**src/rtl/ifetch_pkg.sv**
```systemverilog
// ifetch_pkg: shared widths, RV32 opcodes, fetch FSM states and immediate extractors
package ifetch_pkg;
   localparam int REG_DAT_W = 32;
   localparam int INS_DAT_W = 32;
   localparam logic [6:0] OP_JAL    = 7'b1101111;
   localparam logic [6:0] OP_JALR   = 7'b1100111;
   localparam logic [6:0] OP_BRANCH = 7'b1100011;
   typedef enum logic [1:0] {S_IDLE, S_WAIT, S_HOLD, S_DROP} state_t;
   function automatic logic [REG_DAT_W-1:0] imm_j(input logic [INS_DAT_W-1:0] i);
      return {{11{i[31]}}, i[31], i[19:12], i[20], i[30:21], 1'b0};
   endfunction
   function automatic logic [REG_DAT_W-1:0] imm_b(input logic [INS_DAT_W-1:0] i);
      return {{19{i[31]}}, i[31], i[7], i[30:25], i[11:8], 1'b0};
   endfunction
endpackage

```
**src/rtl/ifetch_if.sv**
```systemverilog
// ifetch_if: icache request/response, issue output and ROB redirect/BHT update signals
interface ifetch_if;
   import ifetch_pkg::*;
   logic                 ic_en;
   logic [REG_DAT_W-1:0] ic_addr;
   logic                 ic_valid;
   logic [INS_DAT_W-1:0] ic_ins;
   logic                 is_en;
   logic [INS_DAT_W-1:0] is_ins;
   logic                 is_bj;
   logic [REG_DAT_W-1:0] is_pc;
   logic [REG_DAT_W-1:0] is_pjt;
   logic                 rob_flush;
   logic [REG_DAT_W-1:0] rob_pc;
   logic                 rob_bht_en;
   logic [REG_DAT_W-1:0] rob_bht_pc;
   logic                 rob_bht_taken;
   modport master (
      output ic_en, ic_addr, is_en, is_ins, is_bj, is_pc, is_pjt,
      input  ic_valid, ic_ins, rob_flush, rob_pc, rob_bht_en, rob_bht_pc, rob_bht_taken
   );
   modport slave (
      input  ic_en, ic_addr, is_en, is_ins, is_bj, is_pc, is_pjt,
      output ic_valid, ic_ins, rob_flush, rob_pc, rob_bht_en, rob_bht_pc, rob_bht_taken
   );
endinterface

```
**src/rtl/ifetch_bht.sv**
```systemverilog
// ifetch_bht: 2^IDX_W two-bit saturating direction counters, async read, one update port
module ifetch_bht #(
   parameter int IDX_W = 6
) (
   input  logic             clk,
   input  logic             rst,
   input  logic [IDX_W-1:0] rd_idx,
   output logic             taken,
   input  logic             upd_en,
   input  logic [IDX_W-1:0] upd_idx,
   input  logic             upd_taken
);
   logic [1:0] cnt [1 << IDX_W];
   assign taken = cnt[rd_idx][1];
   // counters start weakly not-taken and saturate at 0 and 3
   always_ff @(posedge clk) begin
      if (rst) begin
         for (int i = 0; i < (1 << IDX_W); i++) cnt[i] <= 2'b01;
      end else if (upd_en) begin
         cnt[upd_idx] <= upd_taken ? (cnt[upd_idx] == 2'd3 ? 2'd3 : cnt[upd_idx] + 2'd1)
                                   : (cnt[upd_idx] == 2'd0 ? 2'd0 : cnt[upd_idx] - 2'd1);
      end
   end
endmodule

```
**src/rtl/ifetch.sv**
```systemverilog
// ifetch: fetch PC, single-outstanding icache request, predecode and next-PC prediction (IFETCH_BHT_EN: BHT, else static backward-taken)
module ifetch
   import ifetch_pkg::*;
#(
   parameter logic [REG_DAT_W-1:0] RESET_PC  = 32'h0,
   parameter int                   BHT_IDX_W = 6
) (
   input logic      clk,
   input logic      rst,
   input logic      en,
   ifetch_if.master bus
);
   state_t               state;
   logic [REG_DAT_W-1:0] pc;
   logic [REG_DAT_W-1:0] pjt;
   logic [6:0]           opc;
   logic                 bj;
   logic                 taken;
`ifdef IFETCH_BHT_EN
   ifetch_bht #(.IDX_W(BHT_IDX_W)) u_bht (
      .clk       (clk),
      .rst       (rst),
      .rd_idx    (pc[BHT_IDX_W+1:2]),
      .taken     (taken),
      .upd_en    (bus.rob_bht_en),
      .upd_idx   (bus.rob_bht_pc[BHT_IDX_W+1:2]),
      .upd_taken (bus.rob_bht_taken)
   );
`else
   assign taken = bus.ic_ins[31];
`endif
   assign bus.ic_en   = en && !bus.rob_flush && (state == S_IDLE || state == S_HOLD);
   assign bus.ic_addr = {pc[REG_DAT_W-1:2], 2'b00};
   // predecode the returning word against the PC it was fetched from
   always_comb begin
      opc = bus.ic_ins[6:0];
      bj  = opc == OP_JAL || opc == OP_JALR || opc == OP_BRANCH;
      pjt = pc + (opc == OP_JAL ? imm_j(bus.ic_ins)
                : (opc == OP_BRANCH && taken) ? imm_b(bus.ic_ins) : 32'd4);
   end
   // fetch FSM: flush wins over everything, response capture ignores the stall
   always_ff @(posedge clk) begin
      if (rst) begin
         state      <= S_IDLE;
         pc         <= RESET_PC;
         bus.is_en  <= 1'b0;
         bus.is_ins <= '0;
         bus.is_bj  <= 1'b0;
         bus.is_pc  <= '0;
         bus.is_pjt <= '0;
      end else if (bus.rob_flush) begin
         pc        <= bus.rob_pc;
         bus.is_en <= 1'b0;
         state     <= (state == S_DROP || (state == S_WAIT && !bus.ic_valid)) ? S_DROP : S_IDLE;
      end else begin
         case (state)
            S_IDLE: if (en) state <= S_WAIT;
            S_WAIT: if (bus.ic_valid) begin
               bus.is_en  <= 1'b1;
               bus.is_ins <= bus.ic_ins;
               bus.is_bj  <= bj;
               bus.is_pc  <= pc;
               bus.is_pjt <= pjt;
               pc         <= pjt;
               state      <= S_HOLD;
            end
            S_HOLD: if (en) begin
               bus.is_en <= 1'b0;
               state     <= S_WAIT;
            end
            S_DROP: if (bus.ic_valid) state <= S_IDLE;
         endcase
      end
   end
endmodule

```
**src/flat_wrapper.sv**
```systemverilog
// flat-port wrapper written by rule: the top's interface ports become plain ports
module ifetch_flat import ifetch_pkg::*;
#(
   parameter logic [REG_DAT_W-1:0] RESET_PC  = 32'h0,
   parameter int                   BHT_IDX_W = 6
)
  (clk, rst, en, bus_ic_en, bus_ic_addr, bus_is_en, bus_is_ins, bus_is_bj, bus_is_pc, bus_is_pjt, bus_ic_valid, bus_ic_ins, bus_rob_flush, bus_rob_pc, bus_rob_bht_en, bus_rob_bht_pc, bus_rob_bht_taken);
  ifetch_if bus_i ();
  input logic clk;
  input logic rst;
  input logic en;
  output wire logic [$bits(bus_i.ic_en)-1:0] bus_ic_en;
  output wire logic [$bits(bus_i.ic_addr)-1:0] bus_ic_addr;
  output wire logic [$bits(bus_i.is_en)-1:0] bus_is_en;
  output wire logic [$bits(bus_i.is_ins)-1:0] bus_is_ins;
  output wire logic [$bits(bus_i.is_bj)-1:0] bus_is_bj;
  output wire logic [$bits(bus_i.is_pc)-1:0] bus_is_pc;
  output wire logic [$bits(bus_i.is_pjt)-1:0] bus_is_pjt;
  input wire logic [$bits(bus_i.ic_valid)-1:0] bus_ic_valid;
  input wire logic [$bits(bus_i.ic_ins)-1:0] bus_ic_ins;
  input wire logic [$bits(bus_i.rob_flush)-1:0] bus_rob_flush;
  input wire logic [$bits(bus_i.rob_pc)-1:0] bus_rob_pc;
  input wire logic [$bits(bus_i.rob_bht_en)-1:0] bus_rob_bht_en;
  input wire logic [$bits(bus_i.rob_bht_pc)-1:0] bus_rob_bht_pc;
  input wire logic [$bits(bus_i.rob_bht_taken)-1:0] bus_rob_bht_taken;
  assign bus_ic_en = bus_i.ic_en;
  assign bus_ic_addr = bus_i.ic_addr;
  assign bus_is_en = bus_i.is_en;
  assign bus_is_ins = bus_i.is_ins;
  assign bus_is_bj = bus_i.is_bj;
  assign bus_is_pc = bus_i.is_pc;
  assign bus_is_pjt = bus_i.is_pjt;
  assign bus_i.ic_valid = bus_ic_valid;
  assign bus_i.ic_ins = bus_ic_ins;
  assign bus_i.rob_flush = bus_rob_flush;
  assign bus_i.rob_pc = bus_rob_pc;
  assign bus_i.rob_bht_en = bus_rob_bht_en;
  assign bus_i.rob_bht_pc = bus_rob_bht_pc;
  assign bus_i.rob_bht_taken = bus_rob_bht_taken;
  ifetch #(.RESET_PC(RESET_PC), .BHT_IDX_W(BHT_IDX_W)) u_core (.clk(clk), .rst(rst), .en(en), .bus(bus_i));
endmodule
```
**config.mk**
```make
export PLATFORM = sky130hd
export DESIGN_NAME = ifetch_flat
export DESIGN_NICKNAME = d
export VERILOG_FILES = /design/src/rtl/ifetch_pkg.sv /design/src/rtl/ifetch_if.sv /design/src/rtl/ifetch_bht.sv /design/src/rtl/ifetch.sv /design/src/flat_wrapper.sv
export SDC_FILE = /design/constraint.sdc
export NUM_CORES = 1
export LEC_CHECK = 0
export ABC_AREA = 0
export ABC_CLOCK_PERIOD_IN_PS = 10400
export BUFFER_PORTS_ARGS = -buffer_cell sky130_fd_sc_hd__buf_2
export CAP_MARGIN = 20
export CORE_ASPECT_RATIO = 1.75
export CORE_UTILIZATION = 39
export DETAILED_ROUTE_END_ITERATION = 16
export GPL_ROUTABILITY_DRIVEN = 0
export PLACE_DENSITY = 0.62
export REMOVE_ABC_BUFFERS = 1
export SYNTH_ARGS = -nofsm -noshare
export SYNTH_HDL_FRONTEND = slang
export SYNTH_SLANG_ARGS = --single-unit
```
**constraint.sdc**
```tcl
create_clock -name clk -period 10.4 [get_ports clk]
set_clock_uncertainty 0.2 [all_clocks]
set_input_delay 1.04 -clock clk [delete_from_list [all_inputs] [get_ports clk]]
set_output_delay 1.04 -clock clk [all_outputs]
set_load 0.005 [all_outputs]
```
==> results of run 1 <==
[area by class of cell]
type                    instances  area, um^2  area share
clock buffers                  20         457      0.0516
flip-flops and latches        131        2620       0.297
clock inverters                12         204      0.0231
inverters                      17        63.8     0.00722
repair buffers                204        1040       0.118
multi-input cells             720        4160       0.470
diodes                          1        2.50    0.000283
well taps                     234         293      0.0331
[placed cells by master (no fill, tap or decap), types with 7 or more instances in the layout]
cell / synthesis / routed
a211oi_1: 9 / 9
a21o_1: 22 / 22
a21oi_1: 145 / 145
a311oi_1: 12 / 12
and2_1: 7 / 7
and3_1: 10 / 10
buf_2: 7 / 196
buf_4: 33 / 8
clkbuf_16: 0 / 17
dfxtp_1: 131 / 131
ha_1: 31 / 31
inv_1: 16 / 16
nand2_1: 222 / 221
nand3_1: 27 / 27
nand4_1: 7 / 7
nor2_1: 52 / 50
nor3_1: 9 / 9
o21a_1: 11 / 11
o21ai_0: 27 / 27
o22ai_1: 7 / 7
or3_1: 7 / 7
xnor2_1: 8 / 8
xor2_1: 9 / 9
[flip-flops by register name, indices dropped and copies added (netlist names)]
register,flops
u_core.bus.is_ins,32
u_core.bus.is_pc,32
u_core.pc,32
u_core.bus.is_pjt,31
u_core.state,2
u_core.bus.is_bj,1
u_core.bus.is_en,1
[cells by family after synthesis]
logic type | count (synthesis)
AO/OA/AOI/OAI | 293
XOR/XNOR | 17
adder cells (fa/ha/maj) | 32
buffers and inverters | 112
flip-flops | 131
multiplexers | 5
other | 1
AND/OR/NAND/NOR | 371
[synthesized netlist by cell type (8+ instances only)]
cell type,n
a311oi_1,12
nand2_1,222
inv_1,16
clkbuf_1,52
nor3_1,9
o21ai_0,27
xor2_1,9
a21o_1,22
dfxtp_1,131
a211oi_1,9
buf_4,33
nand3_1,27
xnor2_1,8
a21oi_1,145
o21a_1,11
ha_1,31
nor2_1,52
and3_1,10
[worst paths after layout]
path / slack, ps / to / cells past startpoint / from
worst max register to register: 7150 / u_core.bus.is_pjt[25]$_SDFFE_PP0P_ / 10 / u_core.pc[1]$_SDFFE_PP0P_
worst min register to register: 250 / u_core.bus.is_pc[9]$_SDFFE_PP0P_ / 2 / u_core.bus.is_pc[9]$_SDFFE_PP0P_
worst min-delay path: 250 / u_core.bus.is_pc[9]$_SDFFE_PP0P_ / 2 / u_core.bus.is_pc[9]$_SDFFE_PP0P_
worst max-delay path: 5740 / u_core.bus.is_pjt[25]$_SDFFE_PP0P_ / 14 / bus_ic_ins[4]
[layer usage]
| layer | routed length [um] | vias to the layer above | part of all wire | GRT usage |
|---|---|---|---|---|
| met5 | 0 | - | 0 | 0 |
| met2 | 12300 | 183 | 0.54 | 0.445 |
| li1 | - | 3592 | - | - |
| met1 | 8790 | 3321 | 0.39 | 0.251 |
| met3 | 849 | 44 | 0.037 | 0.0348 |
| met4 | 731 | 0 | 0.032 | 0.116 |
[power by group]
part	switching, mW	leakage, nW	internal (mW)	total [mW]
Combinational	0.0739	2.57	0.0466	0.120
Clock	0.236	0.312	0.439	0.675
Sequential	0.0135	1.06	0.515	0.529
Total	0.324	3.95	1.00	1.32
[worst reg2reg max path: cells and delay by family (launching register included)]
kind	cells	cell delay [ps]
simple gates	3	790
compound gates	4	1170
buf+inv	1	50
flops	1	350
fa+ha+maj	2	560
[through the flow]
stage / instance area [um^2] / hold slack (ps)
finish: 8840 / 249
detailed placement: 8180 / 245
CTS: 8840 / 253
global route: 8840 / 268
global placement: 8180 / 239
floorplan: 6830 / 225
==> run_results.csv, run 1 <==
group,metric,value,unit
synthesis,syn_area_per_cell,7.60,um^2
setup_path,critPathMaxStageDelay,520,ps
sta,drv_slew,0,
synthesis,synth-warning-count,0,
global_routing,grt_usage,0.235,
synthesis,synthArstFlopShare,0,
setup_path,setup.worst_path.start_class,"input port",
power_and_ir_drop,p_leak,3.95,nW
global_routing,overflow,0,
synthesis,synth_compound_area_frac,0.260,
setup_path,cp_cell_sequence,"buf_2 > and4b_1 > nand4_1 > mux2i_1 > nand2_1 > inv_1 > fa_1 > nand2b_1 > a211oi_4 > o31ai_2 > a2111oi_4 > o21ai_2 > and3_1 > or3_1",
detailed_routing,wirelength,22600,um
detailed_routing,wl_per_cell,16.9,um
setup_path,required,10510,ps
detailed_routing,viasPerCell,5.33,
placement,dp_hpwl,15900,um
finish,syn_to_final_growth,20.9,%
die,dieWidth,106,um
power_and_ir_drop,powerDensity,150,nW/um^2
placement,post-place-ws,5310,ps
clock_tree,post-cts-setup-buffer-count,0,
finish,fillers,1889,
placement,port_buffers,197,
clock_tree,cts_buffer_depth,2,
worst_hold_path,hold_path_class,"reg -> reg",
synthesis,synth_cells,962,
die,dieHeight,183,um
finish,finalNonFillerCells,1339,
synthesis,synth_top_family_by_area,"compound AO/OA/AOI/OAI gates",
synthesis,ys_types,72,
clock_tree,insertion_delay,430,ps
clock_tree,clock_sinks,131,
clock_tree,ctsResizeCount,0,
setup_path,path_class,"in -> reg",
sta,rsz0062_at_grt,"no",
die,die-area,19300,um^2
sta,fin_crit,4660,ps
detailed_routing,vias,7140,
sta,max_clock_freq,215,MHz
clock_tree,numCtsBuffers,17,
detailed_routing,drtIter0Drc,358,
global_routing,grt_max_degree,95,
global_routing,grt_pass1_wl,35300,um
clock_tree,path_clk_slew,60,ps
sta,finalWorstSetupSlack,5740,ps
clock_tree,cts_tree,"built",
flow_run,max_cap_viol_count,0,
placement,dpl.cell_count,1306,
clock_tree,htree_num_levels,4,
power_and_ir_drop,p_total,1.32,mW
setup_path,critPathBufInv,2,
synthesis,yosysTopAreaCell,"dfxtp_1",
synthesis,ys_top_cells_by_area,"dfxtp_1 (36%), nand2_1 (11%), a21oi_1 (9.9%), ha_1 (5.3%), buf_4 (3.4%)",
power_and_ir_drop,ir_drop,0.0837,mV
synthesis,yosys.area.top_type_share,0.359,
synthesis,synth_adder_area_share,0.0558,
synthesis,yosys.area_share.simple,0.222,
finish,drive_gt1_frac,0.238,
synthesis,muxShareOfSynthArea,0.00684,
clock_tree,cts_hold_repair.buffers,0,
finish,fin_util,0.485,
synthesis,synth-seq-cells,131,
detailed_routing,first_pass_iters,7,
sta,maxSlewHeadroom,0.278,
clock_tree,cts_root_buf,"clkbuf_16",
synthesis,synth_xor_area_frac,0.0204,
sta,setup_viol_count_final,0,
setup_path,crit_slowest_cell,"a2111oi_4",
synthesis,synth_area,7310,um^2
die,rows,65,
sta,tightestPinTransition,1080,ps
global_routing,antenna_found_initial,1,
global_routing,grt_pass1_vias,6746,
detailed_routing,drtAntennaViolNets,0,
sta,period_share,0.448,
die,start_util,0.402,
die,io_pins,234,
synthesis,synth_edf_count,0,
sta,fin_setup_tns,0,ps
detailed_routing,drc,0,
synthesis,synth_top_flop_cell,"dfxtp_1",
setup_path,critical-path-top-delay-family,"simple AND/OR/NAND/NOR gates",
status,status,"completed",
sta,hold_viol,0,
die,fp.coreArea,18200,um^2
finish,nNetsFinal,1226,
synthesis,yosysSeqAreaShare,0.359,
setup_path,endpoint_kind,"register",
setup_path,crit_fanout,9,
setup_path,arrival,4760,ps
Power figures use the tool's default switching activity.
==> run 2, diff against run 1 <==
--- a/config.mk
+++ b/config.mk
@@ -6,14 +6,14 @@
 export NUM_CORES = 1
 export LEC_CHECK = 0
 export ABC_AREA = 0
-export ABC_CLOCK_PERIOD_IN_PS = 10400
+export ABC_CLOCK_PERIOD_IN_PS = 3750
 export BUFFER_PORTS_ARGS = -buffer_cell sky130_fd_sc_hd__buf_2
 export CAP_MARGIN = 20
 export CORE_ASPECT_RATIO = 1.75
 export CORE_UTILIZATION = 39
 export DETAILED_ROUTE_END_ITERATION = 16
 export GPL_ROUTABILITY_DRIVEN = 0
-export PLACE_DENSITY = 0.62
+export PLACE_DENSITY = 0.64
 export REMOVE_ABC_BUFFERS = 1
 export SYNTH_ARGS = -nofsm -noshare
 export SYNTH_HDL_FRONTEND = slang
==> constraint.sdc (replaced) <==
create_clock -name clk -period 3.75 [get_ports clk]
set_clock_uncertainty 0.2 [all_clocks]
set_input_delay 0.375 -clock clk [delete_from_list [all_inputs] [get_ports clk]]
set_output_delay 0.375 -clock clk [all_outputs]
set_load 0.005 [all_outputs]
==> run 2 against run 1 <==
  * Via count is 5.3% higher
  * Sequential share of layout area is 1.6 points lower
  * Sequential power grew to 2.8 times the previous value
  * Die area stayed put
  * Highest routed layer unchanged
  * Register-to-register slack worse by 6400 ps
  * Cell area is 5.7% higher
  * Combinational power grew to 3.1 times the previous value
  * Utilization is 2.8 points higher
  * Setup slack worse by 5400 ps
  * Flip-flop and latch count stayed put
  * Largest power group unchanged
  * Critical path type unchanged
==> run_results.csv, run 2 (same netlist as run 1, synthesis figures left out) <==
group,metric,value,unit
setup_path,endpoint_kind,"register",
global_routing,grt_usage,0.240,
flow_run,max_cap_viol_count,0,
sta,whs,13.0,ps
detailed_routing,viasPerCell,5.34,
die,fp.coreArea,18200,um^2
sta,tightestPinTransition,938,ps
setup_path,regToRegSetupSlack,770,ps
setup_path,cpMostUsedCell,"buf_4",
die,die-area,19300,um^2
sta,setup_viol_count_final,0,
setup_path,critPathMaxStageDelay,620,ps
finish,drive_gt1_frac,0.269,
die,start_util,0.402,
setup_path,crit_fanout,8,
finish,final_area,9350,um^2
sta,drv_slew,0,
sta,maxSlewHeadroom,0.374,
placement,dp_hpwl,16900,um
sta,period_share,0.918,
detailed_routing,drtAntennaViolNets,0,
die,io_pins,234,
finish,final_common_cell,"nand2_1",
detailed_routing,vias,7521,
finish,mostFrequentLayoutCells,"nand2_1 (221), buf_2 (196), a21oi_1 (145)",
clock_tree,ctsResizeCount,0,
clock_tree,path_clk_slew,50,ps
detailed_routing,wirelength,23200,um
finish,multi_input_area,4160,um^2
finish,syn_to_final_growth,27.8,%
sta,fin_crit,3440,ps
setup_path,crit_slowest_cell,"o31ai_1",
finish,largestRegisters,"u_core.bus.is_ins: 32 flops, u_core.bus.is_pc: 32 flops, u_core.pc: 32 flops",
global_routing,grt_pass1_vias,7121,
clock_tree,cts_buffer_depth,2,
setup_path,required,3890,ps
clock_tree,htree_num_levels,4,
clock_tree,insertion_delay,430,ps
status,status,"completed",
power_and_ir_drop,p_leak,4.26,nW
die,dieWidth,106,um
power_and_ir_drop,ir_drop,0.234,mV
detailed_routing,drc,0,
die,dieHeight,183,um
clock_tree,cts_tree,"built",
placement,placed_cell_area,8590,um^2
sta,hold_viol,0,
setup_path,cp_cell_sequence,"buf_2 > and4b_1 > buf_4 > nand4_1 > buf_4 > o21a_1 > ha_1 > a21oi_1 > o21ai_0 > a221oi_1 > o31ai_1 > nor3_1 > a211o_1 > o22ai_1",
placement,port_buffers,197,
finish,nNetsFinal,1296,
power_and_ir_drop,powerDensity,381,nW/um^2
setup_path,path_class,"in -> reg",
clock_tree,numCtsBuffers,17,
sta,max_clock_freq,291,MHz
detailed_routing,wl_per_cell,16.5,um
power_and_ir_drop,p_total,3.56,mW
setup_path,arrival,3580,ps
setup_path,setup.worst_path.start_class,"input port",
clock_tree,cts_hold_repair.buffers,16,
sta,fin_setup_tns,0,ps
finish,fin_util,0.513,
die,rows,65,
global_routing,overflow,0,
worst_hold_path,hold_path_class,"in -> reg",
clock_tree,post-cts-setup-buffer-count,0,
sta,rsz0062_at_grt,"no",
global_routing,antenna_found_initial,1,
detailed_routing,drtIter0Drc,426,
clock_tree,clock_sinks,131,
finish,fillers,1880,
global_routing,grt_pass1_wl,36100,um
clock_tree,cts_root_buf,"clkbuf_16",
finish,register_area,2620,um^2
global_routing,grt_max_degree,88,
detailed_routing,first_pass_iters,5,
==> run 2: changes by cell type in the layout (fill, tap and decap cells not counted) <==
cell           delta
clkbuf_1          +1
buf_4            +54
clkbuf_8          -1
dlygate4sd3_1    +16
clkinv_2          +2
clkinv_4          -1
bufinv_16         -2
inv_6             +2
clkinvlp_4        -1
==> run 2: critical path, delay by kind of cell <==
family / cells / cell delay (ps)
AO/OA/AOI/OAI: 7 / 1730
AND/OR/NAND/NOR: 3 / 580
buffers and inverters: 3 / 450
adder cells (fa/ha/maj): 1 / 450
==> run 2: report_power, final <==
group	switching, mW	internal, mW
clock network	0.652	1.07
registers	0.0370	1.43
logic	0.216	0.160
total	0.905	2.65
==> run 2: stage by stage <==
stage	cells	worst slack [ps]
final	1409	308
after detailed placement	1360	-128
after global routing	1409	67.6
after floorplan	868	-1470
after global placement	1360	-72.9
after CTS	1408	329
==> run 2: per-layer routing <==
layer / routed length [um] / up-vias / GRT usage
li1: - / 3747 / -
met1: 8720 / 3517 / 0.244
met2: 12700 / 204 / 0.466
met3: 844 / 53 / 0.0306
met4: 950 / 0 / 0.129
met5: 0 / - / 0
==> run 2: worst paths after layout <==
| path | start | to | cells past startpoint |
|---|---|---|---|
| hold reg to reg | u_core.bus.is_pc[23]$_SDFFE_PP0P_ | u_core.bus.is_pc[23]$_SDFFE_PP0P_ | 2 |
| setup reg to reg | u_core.pc[1]$_SDFFE_PP0P_ | u_core.bus.is_pjt[25]$_SDFFE_PP0P_ | 10 |
| setup / recovery | bus_ic_ins[4] | u_core.pc[31]$_SDFFE_PP0P_ | 14 |
| hold / removal | bus_ic_ins[5] | u_core.bus.is_ins[5]$_SDFFE_PP0P_ | 3 |
==> run 2: final cells by class <==
| type | instances | share of cell area |
|---|---|---|
| diodes | 1 | 0.000268 |
| well taps | 234 | 0.0313 |
| repair buffers | 274 | 0.172 |
| clock buffers | 20 | 0.0478 |
| clock inverters | 12 | 0.0166 |
| multi-input cells | 720 | 0.445 |
| inverters | 17 | 0.00682 |
| flip-flops and latches | 131 | 0.280 |
